### src/rtl/dut_seq_ctrl.sv
// dut_seq_ctrl: job sequencer that drives the dut's cfg, len, din and dout
// method interfaces. For each accepted job it writes a config word, reads
// back a status word, programs the input length, then streams bytes from a
// source into din while draining dout into a sink. Every job ends with a
// one-cycle done pulse; err marks an abort caused by the stall watchdog.
//
// Handshake semantics (all interfaces):
//   Host command : a job transfers on a cycle where cmd_valid && cmd_ready.
//                  cmd_ready is high only in IDLE.
//   Source       : a byte transfers on a cycle where src_valid && src_ready;
//                  src_ready is the din method enable, so a byte is only
//                  taken when the dut can accept it.
//   Sink         : a byte transfers on a cycle where snk_valid && snk_ready;
//                  snk_valid is the dout method enable, so a byte is only
//                  pulled from the dut when the sink can take it.
//   dut methods  : *_en is combinational from state and *_rdy and is never
//                  high while *_rdy is low. The method fires in any cycle
//                  with *_en high. Read data (cfg_data_out) is sampled in
//                  that same cycle.
module dut_seq_ctrl #(
    parameter logic [7:0]  CFG_WR_ADDR = 8'h00,
    parameter logic [7:0]  CFG_RD_ADDR = 8'h04,
    parameter int unsigned TIMEOUT_CYC = 1024
) (
    input  logic        CLK,
    input  logic        RST,

    // host job command
    input  logic        cmd_valid,
    output logic        cmd_ready,
    input  logic [7:0]  cmd_in_len,
    input  logic [7:0]  cmd_out_len,
    input  logic [31:0] cmd_cfg_word,

    // byte source feeding din
    input  logic        src_valid,
    input  logic [7:0]  src_data,
    output logic        src_ready,

    // byte sink fed from dout
    output logic        snk_valid,
    output logic [7:0]  snk_data,
    input  logic        snk_ready,

    // dut din method
    output logic        din_en,
    output logic [7:0]  din_value,
    input  logic        din_rdy,

    // dut dout method
    output logic        dout_en,
    input  logic [7:0]  dout_value,
    input  logic        dout_rdy,

    // dut len method
    output logic        len_en,
    output logic [7:0]  len_value,
    input  logic        len_rdy,

    // dut cfg method (op 1 = write, 0 = read)
    output logic        cfg_en,
    output logic        cfg_op,
    output logic [7:0]  cfg_address,
    output logic [31:0] cfg_data_in,
    input  logic [31:0] cfg_data_out,
    input  logic        cfg_rdy,

    // job status
    output logic        busy,
    output logic        done,
    output logic        err,
    output logic [31:0] status_word,

    // current FSM state, for observation only
    output logic [2:0]  dbg_state
);

    typedef enum logic [2:0] {
        S_IDLE   = 3'd0,
        S_CFG_WR = 3'd1,
        S_CFG_RD = 3'd2,
        S_LEN    = 3'd3,
        S_STREAM = 3'd4,
        S_DONE   = 3'd5
    } state_t;

    // Watchdog width: it only has to reach TIMEOUT_CYC-1.
    localparam int unsigned     WD_W    = $clog2(TIMEOUT_CYC);
    localparam logic [WD_W-1:0] WD_LAST = WD_W'(TIMEOUT_CYC - 1);

    state_t state_q;
    state_t state_d;

    // job parameters latched at accept
    logic [7:0]  in_len_q;
    logic [7:0]  out_len_q;
    logic [31:0] cfg_word_q;

    // stream progress counters, bounded by the job lengths
    logic [7:0]  in_cnt_q;
    logic [7:0]  out_cnt_q;
    logic [7:0]  in_cnt_d;
    logic [7:0]  out_cnt_d;

    // stall watchdog
    logic [WD_W-1:0] wd_q;
    logic            wd_active;
    logic            any_fire;
    logic            timeout_hit;

    logic [31:0] status_q;
    logic        cmd_accept;

    assign cmd_accept = (state_q == S_IDLE) && cmd_valid;

    // The watchdog runs only while a job is actually waiting on the dut.
    assign wd_active = (state_q != S_IDLE) && (state_q != S_DONE);

    // Next-state and method enables, derived from state and the rdy inputs.
    always_comb begin
        state_d     = state_q;
        cfg_en      = 1'b0;
        cfg_op      = 1'b0;
        cfg_address = 8'h00;
        cfg_data_in = 32'h0000_0000;
        len_en      = 1'b0;
        din_en      = 1'b0;
        dout_en     = 1'b0;
        done        = 1'b0;
        err         = 1'b0;
        in_cnt_d    = in_cnt_q;
        out_cnt_d   = out_cnt_q;
        any_fire    = 1'b0;
        timeout_hit = 1'b0;

        unique case (state_q)
            S_IDLE: begin
                if (cmd_valid) begin
                    state_d = S_CFG_WR;
                end
            end

            S_CFG_WR: begin
                cfg_en      = cfg_rdy;
                cfg_op      = 1'b1;
                cfg_address = CFG_WR_ADDR;
                cfg_data_in = cfg_word_q;
                if (cfg_rdy) begin
                    state_d = S_CFG_RD;
                end
            end

            S_CFG_RD: begin
                cfg_en      = cfg_rdy;
                cfg_op      = 1'b0;
                cfg_address = CFG_RD_ADDR;
                if (cfg_rdy) begin
                    state_d = S_LEN;
                end
            end

            S_LEN: begin
                len_en = len_rdy;
                if (len_rdy) begin
                    state_d = S_STREAM;
                end
            end

            S_STREAM: begin
                din_en    = src_valid && din_rdy && (in_cnt_q < in_len_q);
                dout_en   = dout_rdy && snk_ready && (out_cnt_q < out_len_q);
                in_cnt_d  = in_cnt_q + {7'd0, din_en};
                out_cnt_d = out_cnt_q + {7'd0, dout_en};
                // Final fires in this cycle already count toward completion.
                if ((in_cnt_d == in_len_q) && (out_cnt_d == out_len_q)) begin
                    state_d = S_DONE;
                end
            end

            S_DONE: begin
                done    = 1'b1;
                state_d = S_IDLE;
            end

            default: begin
                state_d = S_IDLE;
            end
        endcase

        any_fire = cfg_en || len_en || din_en || dout_en;

        // A full window without any method firing aborts the job; the abort
        // is reported in the stalled cycle itself and the FSM goes idle.
        if (wd_active && !any_fire && (wd_q == WD_LAST)) begin
            timeout_hit = 1'b1;
            done        = 1'b1;
            err         = 1'b1;
            state_d     = S_IDLE;
        end
    end

    // State register.
    always_ff @(posedge CLK) begin
        if (RST) begin
            state_q <= S_IDLE;
        end else begin
            state_q <= state_d;
        end
    end

    // Latch the job parameters when a command is accepted.
    always_ff @(posedge CLK) begin
        if (RST) begin
            in_len_q   <= 8'd0;
            out_len_q  <= 8'd0;
            cfg_word_q <= 32'h0000_0000;
        end else if (cmd_accept) begin
            in_len_q   <= cmd_in_len;
            out_len_q  <= cmd_out_len;
            cfg_word_q <= cmd_cfg_word;
        end
    end

    // Byte counters: cleared per job, advanced by din/dout fires in STREAM.
    always_ff @(posedge CLK) begin
        if (RST) begin
            in_cnt_q  <= 8'd0;
            out_cnt_q <= 8'd0;
        end else if (cmd_accept) begin
            in_cnt_q  <= 8'd0;
            out_cnt_q <= 8'd0;
        end else if (state_q == S_STREAM) begin
            in_cnt_q  <= in_cnt_d;
            out_cnt_q <= out_cnt_d;
        end
    end

    // Watchdog: restarts on every state change and every method fire.
    always_ff @(posedge CLK) begin
        if (RST) begin
            wd_q <= '0;
        end else if ((state_d != state_q) || any_fire || !wd_active) begin
            wd_q <= '0;
        end else begin
            wd_q <= wd_q + WD_W'(1);
        end
    end

    // Capture the status word on the cfg read fire; held otherwise.
    always_ff @(posedge CLK) begin
        if (RST) begin
            status_q <= 32'h0000_0000;
        end else if ((state_q == S_CFG_RD) && cfg_en) begin
            status_q <= cfg_data_out;
        end
    end

    assign cmd_ready   = (state_q == S_IDLE);
    assign busy        = (state_q != S_IDLE);
    assign len_value   = in_len_q;
    assign din_value   = src_data;
    assign src_ready   = din_en;
    assign snk_valid   = dout_en;
    assign snk_data    = dout_value;
    assign status_word = status_q;
    assign dbg_state   = state_q;

endmodule

### config.mk
export PLATFORM = sky130hd
export DESIGN_NAME = dut_seq_ctrl
export DESIGN_NICKNAME = d
export VERILOG_FILES = /design/src/rtl/dut_seq_ctrl.sv
export SDC_FILE = /design/constraint.sdc
export NUM_CORES = 1
export LEC_CHECK = 0
export ABC_AREA = 1
export CAP_MARGIN = 20
export CORE_UTILIZATION = 35
export CTS_CLUSTER_DIAMETER = 120
export DETAILED_ROUTE_END_ITERATION = 16
export PLACE_DENSITY = 0.67
export SYNTH_ARGS = -nofsm -noshare
export SYNTH_HDL_FRONTEND = slang
export SYNTH_SLANG_ARGS = --single-unit
### constraint.sdc
create_clock -name CLK -period 3.2 [get_ports CLK]
set_input_delay 0.8 -clock CLK [delete_from_list [all_inputs] [get_ports CLK]]
set_output_delay 0.8 -clock CLK [all_outputs]
set_load 0.03 [all_outputs]
# Word level (Yosys, flattened, before mapping)
# Cells that the tools add are included.
dict set report classes {
  n_mux 17
  order_cmp 2
  addsub 3
  n_reduce_logical 22
  n_eq_ne 10
}
# op count
set op_table {}
lappend op_table {{32-bit 2-to-1 mux} 1}
lappend op_table {{3-bit 2-to-1 mux} 7}
lappend op_table {{8-bit by 1-bit adder with 8-bit output} 2}
lappend op_table {{8-bit == test} 2}
lappend op_table {{8-bit less-than comparator} 2}
lappend op_table {{3-bit case mux with 5 select lines} 1}
lappend op_table {{10-bit by 1-bit adder with 10-bit output, second input constant} 1}
lappend op_table {{10-bit == test, second input constant} 1}
lappend op_table {{1-bit logical AND} 10}
lappend op_table {{1-bit 2-to-1 mux} 8}
lappend op_table {{3-bit by 2-bit == test with 1-bit output, second input constant} 2}
lappend op_table {{3-bit == test, second input constant} 2}
lappend op_table {{2-bit OR reduction} 3}
lappend op_table {{1-bit logical OR} 5}
lappend op_table {{3-bit by 1-bit == test with 1-bit output, second input constant} 1}
lappend op_table {{3-bit zero test} 1}
lappend op_table {{3-bit != test} 1}
lappend op_table {{3-bit != test, second input constant} 1}
lappend op_table {{3-bit nonzero test} 1}
lappend op_table {{1-bit zero test} 2}
dict set report totals {
  elab_cells 62
  reg_bits 109
  out_inout_bits 110
  input_bits 105
}

# Longest topological paths before layout
dict set report logic_depth {
  depth_word 14
  ltp_mapped 25
}

# Worst setup path after synthesis
# No wires, ideal clock.
dict set report synth_timing {
  path_kind {register to output}
  startpoint {register state_q[0] (netlist: dbg_state[0])}
  endpoint {output port err}
  path_buffers 1
  stages_incl_launch_ff 8
  required_ns 2.400
  arrival_time_ns 2.490
  setup_slack_ns -0.090
  path_cell_list {dfxtp_1 -> buf_2 -> nor3_2 -> nand2_2 -> nand2_1 -> nor3_2 -> nand3_1 -> nor4_1}
}
dict set report synth_via {
  elab_chain_cells 10
}
# item line_no
set synth_lines {}
lappend synth_lines {{from (decl)} 91} ;# state_t state_q;
lappend synth_lines {{from (signal assigned)} 207} ;# state_q <= state_d;
lappend synth_lines {{3-bit by 2-bit == test with 1-bit output or 3-bit by 1-bit == test with 1-bit output (tied branches)} 136} ;# unique case (state_q)
lappend synth_lines {{2-bit OR reduction (no source line) (*)} n/a}
lappend synth_lines {{1-bit 2-to-1 mux (*)} 136}
lappend synth_lines {{via cfg_en} 61} ;# output logic cfg_en,
lappend synth_lines {{1-bit logical OR (*) (3 in a row)} 190} ;# any_fire = cfg_en || len_en || din_en || dout_en;
lappend synth_lines {{1-bit zero test (*)} 194} ;# if (wd_active && !any_fire && (wd_q == WD_LAST)) begin
lappend synth_lines {{1-bit logical AND (*) (2 in a row)} 194}
lappend synth_lines {{1-bit 2-to-1 mux (*)} 194}
lappend synth_lines {{to (decl)} 71} ;# output logic err,
# Mark *: on every way through the listed nets, which the timed path passes. The rest lies on a longest branch.

# Worst setup path after layout
dict set report layout_timing {
  startpoint {input port len_rdy}
  endpoint {output port len_en}
}
dict set report layout_via {
  elab_chain_cells 1
}
# item line_no
set layout_lines {}
lappend layout_lines {{from (decl)} 58} ;# input logic len_rdy,
lappend layout_lines {{1-bit 2-to-1 mux} 136}
lappend layout_lines {{to (decl)} 56} ;# output logic len_en,
# Every way passes these cells.

==> key figures <==
Outcome
  • Status: finished clean

Global route
  • Initial antenna violation count: 0
  • GRT Overall Usage: 0.183
  • Vias in the first global route: between 4000 and 5000
  • Largest net degree at the start of global routing: 97
  • First-pass GRT wire length: about 23000 um
  • Total grt overflow: 0

Yosys
  • Syn. warnings: 0
  • Multiplexer area fraction after synthesis: 0
  • Largest family of logic cells by synthesized area: simple AND/OR/NAND/NOR gates
  • Syn Area/Cell: roughly 7 um2
  • Yosys top cell area share: 0.406
  • XOR/XNOR Fraction of Synth Area: 0.0247
  • Post-synth top cells: nor2_1 (124), dfxtp_1 (109), nand2_1 (102), o21ai_0 (96), inv_1 (95)
  • Post-synth EDFFs: 0
  • Main synth FF type: dfxtp_1
  • Netlist Area Pre-Place: ~0.0054 mm2
  • Synth Area in Compound Gates: 0.162
  • Most numerous cell in the Yosys netlist: nor2_1
  • Ys async rst share: 0
  • Post-Syn Instances: about 750
  • Main area contributors after synthesis: dfxtp_1 (41%), o21ai_0 (8.9%), nor2_1 (8.7%)
  • Register area share after synthesis: 0.406
  • Distinct cells, synth: 31
  • Simple-gate share of the synthesized area: 0.235
  • Post-synth top area cell: dfxtp_1
  • Synth Area in Adders: 0.0442
  • #FFs+latches synth: roughly 110

Floorplanning
  • Initial cell density of the core: 0.365
  • Core area: 0.0148 mm2
  • Row count: between 40 and 50
  • Die height: 126 um
  • Die X: roughly 130 um
  • Die area: 0.0159 mm2
  • I/O pin count: around 220

Run
  • Maxcap violations: 0

Clock network
  • Root Buffer: clkbuf_16
  • Maximum clock path buffer count: 2
  • Clock transition at path regs: about 0.070 ns
  • CTS Hold Bufs: 0
  • CTS sink count: about 110
  • Cts bufs inserted: 9
  • CTS H-Tree Depth: 3
  • CTS tree: built
  • Worst-Skew Late Latency: roughly 0.35 ns

Worst setup path
  • Crit start category: input port
  • Buf+Inv Stages, Crit Path: 3
  • Slowest stage delay, CP: ~0.7 ns
  • Slowest CP cell: clkdlybuf4s50_1
  • Nature of the critical path endpoint: primary output
  • Critical Path RT: 2.40 ns
  • Max FO, Critical Path: 3
  • Worst EP arrival: 2.25 ns
  • CP top delay family: buffers and inverters
  • CP Class: in -> out
  • CP most frequent cell: clkdlybuf4s50_1
  • Cell Chain, Critical Path: clkdlybuf4s50_1 > inv_1 > nor2_1 > clkdlybuf4s50_1

Layout
  • Layout Nets: about 1000
  • Design area: 0.00786 mm2
  • Layout cells sized above 1: 0.139
  • Fillers: roughly 1400
  • ANT cells: 0
  • Layout area overhead: 46.1%

STA
  • Highest clock rate: 0.328 GHz
  • Worst Slack Setup Final: ~0.15 ns
  • Final hold vios: 0
  • Slew Limit Fails: 0
  • Final min period: slightly above 3 ns
  • Fin crit share: 0.953
  • Clk_skew: between 0.007 and 0.008 ns
  • Setup violators final: 0

Place
  • Placed Instance Area: approximately 0.0072 mm2
  • Port-buffer cells: about 180
  • HPWL after DPL: around 10000 um
  • Pre-CTS setup slack: -0.235 ns
  • RePlAce Congestion: between 0.8 and 0.9

Drt
  • Remaining DRCs: 0
  • Total number of vias: 5183
  • Post-DRT Antenna Nets: 0
  • Via density: between 4 and 5
  • Drt wl/cell: 13.3 um
  • First-pass DRT Iterations: 5
  • Iteration-0 DRC Markers: 280
  • DRT Wirelength: ~15000 um

Power and ir drop
  • Maximum vdd drop: about 250 uV
  • P_leak: around 3.3 nW
  • Power Density: about 440 mW/mm2

Min path
  • Hold WC Path Type: reg -> reg
## stage by stage
stage / total power [W] / TNS (ns) / utilization / instances / hold WS (ns)
2_1_floorplan: 0.00200 / 0 / - / 760 / 0.430
3_3_place_gp: 0.00226 / -1.25 / 0.491 / 1084 / 0.439
3_5_place_dp: 0.00227 / -2.26 / 0.491 / 1084 / 0.443
4_1_cts: 0.00345 / 0 / 0.512 / 1100 / 0.455
5_1_grt: 0.00363 / -0.0659 / 0.533 / 1110 / 0.473
6_report: 0.00345 / 0 / 0.533 / 1110 / 0.450
## cell usage in the layout, fill, tap and decap left out, drive strengths merged, types with 2 or more instances in the layout
cell type	netlist	layout
o21ai	98	98
inv	96	99
xnor2	3	3
nor2	124	124
a21oi	69	69
ha	19	19
dfxtp	109	109
dlymetal6s2s	0	5
clkbuf	29	10
xor2	7	7
xnor3	2	2
nand3	31	31
nand4	9	9
clkinv	2	4
nor3	15	15
nand2	105	106
o21a	2	2
buf	29	39
clkdlybuf4s50	0	163
conb	1	7
## registers in the layout, summed over array words and instances (netlist names)
name,flops
cfg_word_q,32
status_word,32
wd_q,10
in_cnt_q,8
len_value,8
out_cnt_q,8
out_len_q,8
dbg_state,3
## worst paths after layout
| check | from | to | slack (ns) | depth (start not counted) |
|---|---|---|---|---|
| worst max-delay path | len_rdy | len_en | 0.15 | 4 |
| worst min-delay path | cfg_word_q[6]$_SDFFE_PP0P_ | cfg_word_q[6]$_SDFFE_PP0P_ | 0.45 | 2 |
| worst max register to register | out_len_q[5]$_SDFFE_PP0P_ | wd_q[6]$_SDFF_PP0_ | 0.22 | 21 |
| worst min register to register | cfg_word_q[6]$_SDFFE_PP0P_ | cfg_word_q[6]$_SDFFE_PP0P_ | 0.45 | 2 |
## power breakdown
group | switching [W] | internal (W) | leakage (nW)
Clock | 0.000526 | 0.000636 | 0.155
Combinational | 0.000463 | 0.000343 | 2.20
Sequential | 0.0000400 | 0.00145 | 0.897
Total | 0.00103 | 0.00242 | 3.25
## metal layers
layer / share of wire / track usage
met4: 0.011 / 0.0496
met1: 0.46 / 0.237
met2: 0.48 / 0.302
met3: 0.045 / 0.0467
met5: 0 / 0
## logic make-up (layout without fill, tap and decap cells)
family	after synthesis	count (layout)
AOI/OAI and AO/OA	171	171
buffers and inverters	156	321
DFF	109	109
xor gates and xnor gates	12	12
adders and majority gates	19	19
other	1	7
and+or+nand+nor	286	287
## worst reg2reg max path, cell delays in order (launching register included)
cell and delay (ns):
dfxtp_1 0.30, inv_1 0.15, ha_4 0.23, a21oi_1 0.14, o21a_1 0.17, nand3_1 0.09, inv_2 0.08, ha_4 0.14
ha_4 0.13, nand3_1 0.09, buf_4 0.16, nor2_1 0.09, nand2_1 0.07, nand3_1 0.08, nand3_1 0.09, nor2_2 0.15
nand3_2 0.10, o21ai_2 0.16, nand2_1 0.10, nand2_2 0.13, nand2_4 0.11, nor3_2 0.18
## final cells by class
type,count,area [um2],share of cell area
clock buffer,10,239,0.0304
tap,184,230,0.0293
clock inverter,6,68.8,0.00876
timing repair buffer,207,2000,0.254
multi-input combinational,496,2750,0.349
inverter,98,370,0.0471
sequential,109,2210,0.281
## repair_timing
action / 4_1_cts / 5_1_grt
endpoints found under the setup margin: 0 / 18
gates resized for setup: 0 / 64
buffers inserted: 0 / 9
Note: power is estimated with default switching activity, not from simulation.
